<file path="src/rtl/uart_tx_8n1.sv">
// 8N1 UART transmitter: start-edge synchronizer, four-state frame FSM and
// registered tx/busy/done outputs computed from the next state.
module uart_tx_8n1 #(
  parameter int CLK_FREQ = 12000000,
  parameter int BAUD     = 9600,
  parameter int SIZE     = 8
) (
  input  logic            clk,
  input  logic            rst,
  input  logic            start,
  input  logic [SIZE-1:0] data,
  output logic            tx,
  output logic            busy,
  output logic            done
);

  localparam int CLKS_PER_BIT = CLK_FREQ / BAUD;
  localparam int BW = (CLKS_PER_BIT > 1) ? $clog2(CLKS_PER_BIT) : 1;
  localparam logic [BW-1:0] BAUD_LAST = BW'(CLKS_PER_BIT - 1);

  if (CLKS_PER_BIT < 2) begin : g_cpb_check
    $error("uart_tx_8n1: CLK_FREQ/BAUD must be at least 2");
  end
  if (SIZE != 8) begin : g_size_check
    $error("uart_tx_8n1: only SIZE=8 is supported");
  end

  typedef enum logic [1:0] {
    IDLE  = 2'd0,
    START = 2'd1,
    DATA  = 2'd2,
    STOP  = 2'd3
  } state_t;

  logic            r_s1, r_s2, r_s3;
  state_t          r_state;
  logic [BW-1:0]   r_baud;
  logic [2:0]      r_bit;
  logic [SIZE-1:0] r_shift;
  logic            r_tx, r_busy, r_done;

  logic            w_edge, w_bit_end;
  state_t          w_state_nx;
  logic [BW-1:0]   w_baud_nx;
  logic [2:0]      w_bit_nx;
  logic [SIZE-1:0] w_shift_nx;
  logic            w_tx_nx, w_done_nx;

  assign w_edge    = r_s2 & ~r_s3;
  assign w_bit_end = (r_baud == BAUD_LAST);

  // start synchronizer plus history flop for rising-edge detection
  always_ff @(posedge clk or posedge rst) begin
    if (rst) begin
      r_s1 <= 1'b0;
      r_s2 <= 1'b0;
      r_s3 <= 1'b0;
    end else begin
      r_s1 <= start;
      r_s2 <= r_s1;
      r_s3 <= r_s2;
    end
  end

  // next-state, counters and shift register; tx follows the next state so
  // the registered line value lines up with the state register
  always_comb begin
    w_state_nx = r_state;
    w_baud_nx  = r_baud;
    w_bit_nx   = r_bit;
    w_shift_nx = r_shift;
    w_done_nx  = 1'b0;
    w_tx_nx    = 1'b1;
    case (r_state)
      IDLE: begin
        if (w_edge) begin
          w_state_nx = START;
          w_baud_nx  = BW'(0);
          w_bit_nx   = 3'd0;
          w_shift_nx = data;
        end else begin
          w_state_nx = IDLE;
        end
      end
      START: begin
        if (w_bit_end) begin
          w_state_nx = DATA;
          w_baud_nx  = BW'(0);
        end else begin
          w_baud_nx = r_baud + BW'(1);
        end
      end
      DATA: begin
        if (w_bit_end) begin
          w_baud_nx  = BW'(0);
          w_shift_nx = {1'b0, r_shift[SIZE-1:1]};
          if (r_bit == 3'd7) begin
            w_state_nx = STOP;
          end else begin
            w_bit_nx = r_bit + 3'd1;
          end
        end else begin
          w_baud_nx = r_baud + BW'(1);
        end
      end
      STOP: begin
        if (w_bit_end) begin
          w_state_nx = IDLE;
          w_baud_nx  = BW'(0);
          w_done_nx  = 1'b1;
        end else begin
          w_baud_nx = r_baud + BW'(1);
        end
      end
      default: begin
        w_state_nx = IDLE;
      end
    endcase
    case (w_state_nx)
      START:   w_tx_nx = 1'b0;
      DATA:    w_tx_nx = w_shift_nx[0];
      default: w_tx_nx = 1'b1;
    endcase
  end

  // frame state and registered outputs
  always_ff @(posedge clk or posedge rst) begin
    if (rst) begin
      r_state <= IDLE;
      r_baud  <= BW'(0);
      r_bit   <= 3'd0;
      r_shift <= {SIZE{1'b0}};
      r_tx    <= 1'b1;
      r_busy  <= 1'b0;
      r_done  <= 1'b0;
    end else begin
      r_state <= w_state_nx;
      r_baud  <= w_baud_nx;
      r_bit   <= w_bit_nx;
      r_shift <= w_shift_nx;
      r_tx    <= w_tx_nx;
      r_busy  <= (w_state_nx != IDLE);
      r_done  <= w_done_nx;
    end
  end

  assign tx   = r_tx;
  assign busy = r_busy;
  assign done = r_done;

endmodule

</file>
<file path="config.mk">
export PLATFORM = sky130hd
export DESIGN_NAME = uart_tx_8n1
export DESIGN_NICKNAME = d
export VERILOG_FILES = /design/src/rtl/uart_tx_8n1.sv
export SDC_FILE = /design/constraint.sdc
export NUM_CORES = 1
export LEC_CHECK = 0
export CORE_MARGIN = 2
export CORE_UTILIZATION = 63
export CTS_BUF_LIST = sky130_fd_sc_hd__clkbuf_8
export DETAILED_ROUTE_END_ITERATION = 12
export PLACE_DENSITY = 0.84
export SYNTH_ARGS = -nofsm -noshare
export SYNTH_HDL_FRONTEND = slang
export SYNTH_SLANG_ARGS = --single-unit
</file>
<file path="constraint.sdc">
create_clock -name clk -period 4.75 [get_ports clk]
set_clock_uncertainty 0.1 [all_clocks]
set_input_delay 1.425 -clock clk [delete_from_list [all_inputs] [get_ports clk]]
set_output_delay 1.425 -clock clk [all_outputs]
set_load 0.02 [all_outputs]
</file>
# After elaboration in Yosys (flattened, before gate mapping)
# Index checks and enable logic that the tools add are counted.
[totals] regBits=30 out_inout_bits=3 elab_cells=50
[op_classes] muxes=19 n_eq_ne=10 addsub=2 bitwise_logic=2 reduce_logical=6
[op_table] cell="$mux W11" n=2
[op_table] cell="$pmux W11 S2" n=1
[op_table] cell="$mux W8" n=2
[op_table] cell="$pmux W8 S2" n=1
[op_table] cell="$add A11 B1 Y11 const B" n=1
[op_table] cell="$eq A11 B11 Y1 const B" n=1
[op_table] cell="$mux W3" n=3
[op_table] cell="$mux W2" n=4
[op_table] cell="$pmux W2 S4" n=1
[op_table] cell="$eq A2 B2 Y1 const B" n=3
[op_table] cell="$ne A2 B2 Y1 const B" n=3
[op_table] cell="$pmux W3 S2" n=1
[op_table] cell="$eq A2 B1 Y1 const B" n=2
[op_table] cell="$reduce_and A4 Y1" n=1
[op_table] cell="$reduce_bool A2 Y1" n=2
[op_table] cell="$add A3 B1 Y3 const B" n=1
[op_table] cell="$eq A3 B3 Y1 const B" n=1
[op_table] cell="$mux W1" n=3
[op_table] cell="$reduce_and A3 Y1" n=1
[op_table] cell="$reduce_or A3 Y1" n=1
[op_table] cell="$logic_not A2 Y1" n=1
[op_table] cell="$pmux W1 S2" n=1
[op_table] cell="$and A1 B1 Y1" n=1
[op_table] cell="$not A1 Y1" n=1

# Depth between registers and ports, before layout
[logic_depth] depth_word=6 mapped_depth=8 mapped_depth_nobuf=7

# Worst setup path before layout
# No wires, ideal clock.
[synth_path] path_type="reg2reg" start="register r_baud[8]" end="register r_bit[0]" required_time_ns=4.525 setup_time_ns=0.125 arrival_ns=1.918 setup_slack_ns=2.607 stages_incl_launch_ff=6 synth_period_minus_slack_ns=2.143 cell_sequence="dfrtp_1 -> or4b_4 -> nor4_4 -> nor2_2 -> a21o_1 -> mux2_4"
[synth_between] elab_chain_cells=3
[synth_rtl] element="start: declaration" line="37" rtl="logic [BW-1:0] r_baud;"
[synth_rtl] element="start signal: assignment" line="138" rtl="r_baud <= w_baud_nx;"
[synth_rtl] element="$eq A11 B11 Y1" line="50" rtl="assign w_bit_end = (r_baud == BAUD_LAST);"
[synth_rtl] element="$ne A2 B2 Y1 (no line)"
[synth_rtl] element="$reduce_and A4 Y1 (no line)"
[synth_rtl] element="end signal: assignment" line="139" rtl="r_bit <= w_bit_nx;"
[synth_rtl] element="end: declaration" line="38" rtl="logic [2:0] r_bit;"
# No other way between the ends.
# A chain may end at the register's enable or synchronous reset.

# Final worst setup path
[layout_path] start="register r_tx, in the netlist tx" end="output tx"
[layout_rtl] element="start: declaration" line="40" rtl="logic r_tx, r_busy, r_done;"
[layout_rtl] element="start signal: assignment" line="141" rtl="r_tx <= w_tx_nx;"
[layout_rtl] element="end: declaration" line="12" rtl="output logic tx,"
# No word-level cell between the ends.

==> impl_metrics.yaml <==
status:
  outcome: "finished, final reports clean"
place:
  io_buffers: 13
  dp_hpwl_mm: 1.91
  place_congestion: 0.772
  placed_cells: 170
finish:
  diodes: 0
  nets: 164
  area_growth_pct: 14.8
  drive_gt1_share_pct: 14.0
  layout.cells.non_filler: 178
drt:
  drt_first_pass_iters: 4
  via_per_inst: 6.03
  vias: 1073
  drt_wl_total_mm: 2.90
  ant_nets: 0
  route.detailed.drc: 0
  drt_iter0_drc: 20
  wl_per_cell_um: 16.3
die:
  dieWidth_um: 52.0
  core_area_mm2: 0.00219
  die_area_mm2: 0.00271
  io_pins: 14
  rows: 17
  fp.dieH_um: 52.0
  start_util_pct: 66.3
timing:
  finalCriticalPeriod_ps: 2900
  finalSetupViolations: 0
  fmax_ghz: 0.344
  drv_slew: 0
  slew_headroom_pct: 26.9
  tns_ps: 0
  tightest_slew_ps: 1100
  finalHoldViolCount: 0
  period_share_pct: 61.1
  rsz0062_at_grt: "no"
worst_hold_path:
  hold_class: "reg -> reg"
  worstHoldEndpoint: "r_s2$_DFF_PP0_"
  hold_start: "r_s1$_DFF_PP0_"
  hold_depth: 0
power_and_ir_drop:
  leakagePower_uw: 0.000733
  power_density_mw_per_mm2: 393
  vdd_drop_max_mv: 0.361
yosys:
  syn-instance-count: 134
  ys_types: 44
  yosysSeqAreaShare_pct: 51.8
  synthArstFlopShare_pct: 100
  syn_avg_cell_area_um2: 10.8
  ys_ff_latch: 30
  synth-edff-count: 0
  yosysWarnings: 0
  syn_area_mm2: 0.00145
  synth_flop_cell: "dfrtp_1"
  syn_nets: 149
critical_path:
  crit_path_end_kind: "output pin"
  rr_worst_depth: 5
  cp.required_ps: 3220
  r2r-start: "r_baud[8]$_DFFE_PP0N_"
  start_kind: "flip-flop"
  cp_top_family: "buffers and inverters"
  crit_fanout: 1
  crit_slowest_cell: "clkdlybuf4s50_1"
  critPathArrivalTime_ps: 1380
  reg2reg_to: "r_bit[0]$_DFFE_PP0P_"
  crit_path_cell_trace: "clkdlybuf4s50_1"
  cpPeakStageDelay_ps: 590
  path_buf_inv: 1
  criticalPathCategory: "reg -> out"
  worst-r2r-setup-slack_ps: 2150
clock_network:
  cts_buffer_depth: 2
  clk_pin_slew_ps: 60
  clk-insertion-delay-late_ps: 270
  cts_buffers: 5
  tritoncts: "done"
  cts_setup_buffers: 0
  cts_resized: 0
  clock-sinks: 30
  htreeDepth: 2
  cts-root-buf: "clkbuf_8"
  hold_buffers: 0
grt:
  grt_max_degree: 31
  grt_pass1_vias: 1111
  antenna_found_initial: 0
  grt_pass1_wl_mm: 5.15
  track_usage_pct: 26.2
  overflow: 0
flow_run:
  drv_cap: 0
-- where the power goes --
part / internal, uW / total, uW / switching, uW
clock network: 115 / 206 / 91.8
registers: 297 / 340 / 43.0
logic: 51.0 / 109 / 57.9
total: 463 / 656 / 193
-- stage by stage --
stage          setup WS (ps)  area [um^2]  hold WS, ps  util [%]  total power (uW)
2_1_floorplan           2590         1450          231         -               413
3_3_place_gp            1920         1580          246      72.0               438
3_5_place_dp            1890         1580          236      72.0               452
4_1_cts                 1850         1670          249      76.1               653
5_1_grt                 1830         1670          272      76.1               692
6_report                1850         1670          248      76.1               656
-- placed cells by master, fill, tap and decap left out, types with 2 or more instances in the layout --
cell and count:
ha_1 4, nand2b_1 2, nand3_1 3, clkdlybuf4s50_1 13, nor2_1 7, nor2_2 2, o31ai_1 2, a22oi_1 6
nor2b_1 2, o21ai_0 11, xnor2_1 3, dfrtp_1 29, o41ai_1 2, and3_1 2, inv_1 3, nand2_1 22
a32o_1 2, nor3_1 3, clkbuf_8 6, a22o_2 2, o21ai_1 3
-- per-layer routing --
metal	up-vias	wire, um	global-route usage [%]
met1	539	1340	34.5
met3	4	79	6.32
met2	20	1460	43.0
met5	-	0	0
met4	0	22	7.46
li1	510	-	-
-- synth_stat cells, drive strengths merged, types with 2 or more instances --
| master | count | share of area (%) |
|---|---|---|
| a22oi | 6 | 3.1 |
| ha | 4 | 3.4 |
| inv | 2 | 0.52 |
| a22o | 2 | 1.4 |
| nand2 | 22 | 5.7 |
| nor2b | 2 | 0.86 |
| a21o | 2 | 1.1 |
| a32o | 2 | 1.4 |
| dfrtp | 29 | 50 |
| nor2 | 9 | 2.7 |
| and3 | 2 | 0.86 |
| xnor2 | 3 | 1.8 |
| buf | 3 | 1.6 |
| clkbuf | 2 | 1.2 |
| nor3 | 3 | 1.0 |
| nand3 | 3 | 1.0 |
| nor4 | 2 | 1.9 |
| o41ai | 2 | 1.2 |
| nand2b | 2 | 0.86 |
| and2b | 2 | 1.1 |
| o31ai | 2 | 1.0 |
| o21ai | 14 | 4.8 |
-- sequential cells by signal, indices dropped and copies added (netlist names) --
name	flops
r_s3	1
r_baud	11
done	1
r_bit	3
r_s1	1
r_shift	8
tx	1
busy	1
r_state	2
r_s2	1
-- layout make-up --
type,instances,area [um^2]
tap,28,35.0
sequential,30,752
fill,141,523
multi-input combinational,97,652
clock inverter,2,8.76
clock buffer,6,82.6
inverter,2,7.51
timing repair buffer,13,130
-- how the worst max path moves through the flow --
| stage | from | end | slack [ps] | depth (start not counted) |
|---|---|---|---|---|
| final | tx$_DFF_PP1_ | tx | 1850 | 1 |
| after detailed placement | rst | r_s2$_DFF_PP0_ | 1890 | 2 |
| after CTS | tx$_DFF_PP1_ | tx | 1850 | 1 |
| after global routing | tx$_DFF_PP1_ | tx | 1830 | 1 |
| after global placement | rst | r_baud[7]$_DFFE_PP0N_ | 1920 | 2 |
| after floorplan | rst | busy$_DFF_PP0_ | 2590 | 1 |
-- kinds of logic after synthesis --
family | synth area share [%]
buffers and inverters | 3.36
and+or+nand+nor | 20.2
adders and majority gates | 3.45
xor gates and xnor gates | 1.81
AOI/OAI and AO/OA | 17.7
DFF | 51.8
muxes | 1.72
No activity file was read; power rests on OpenSTA's default activity.
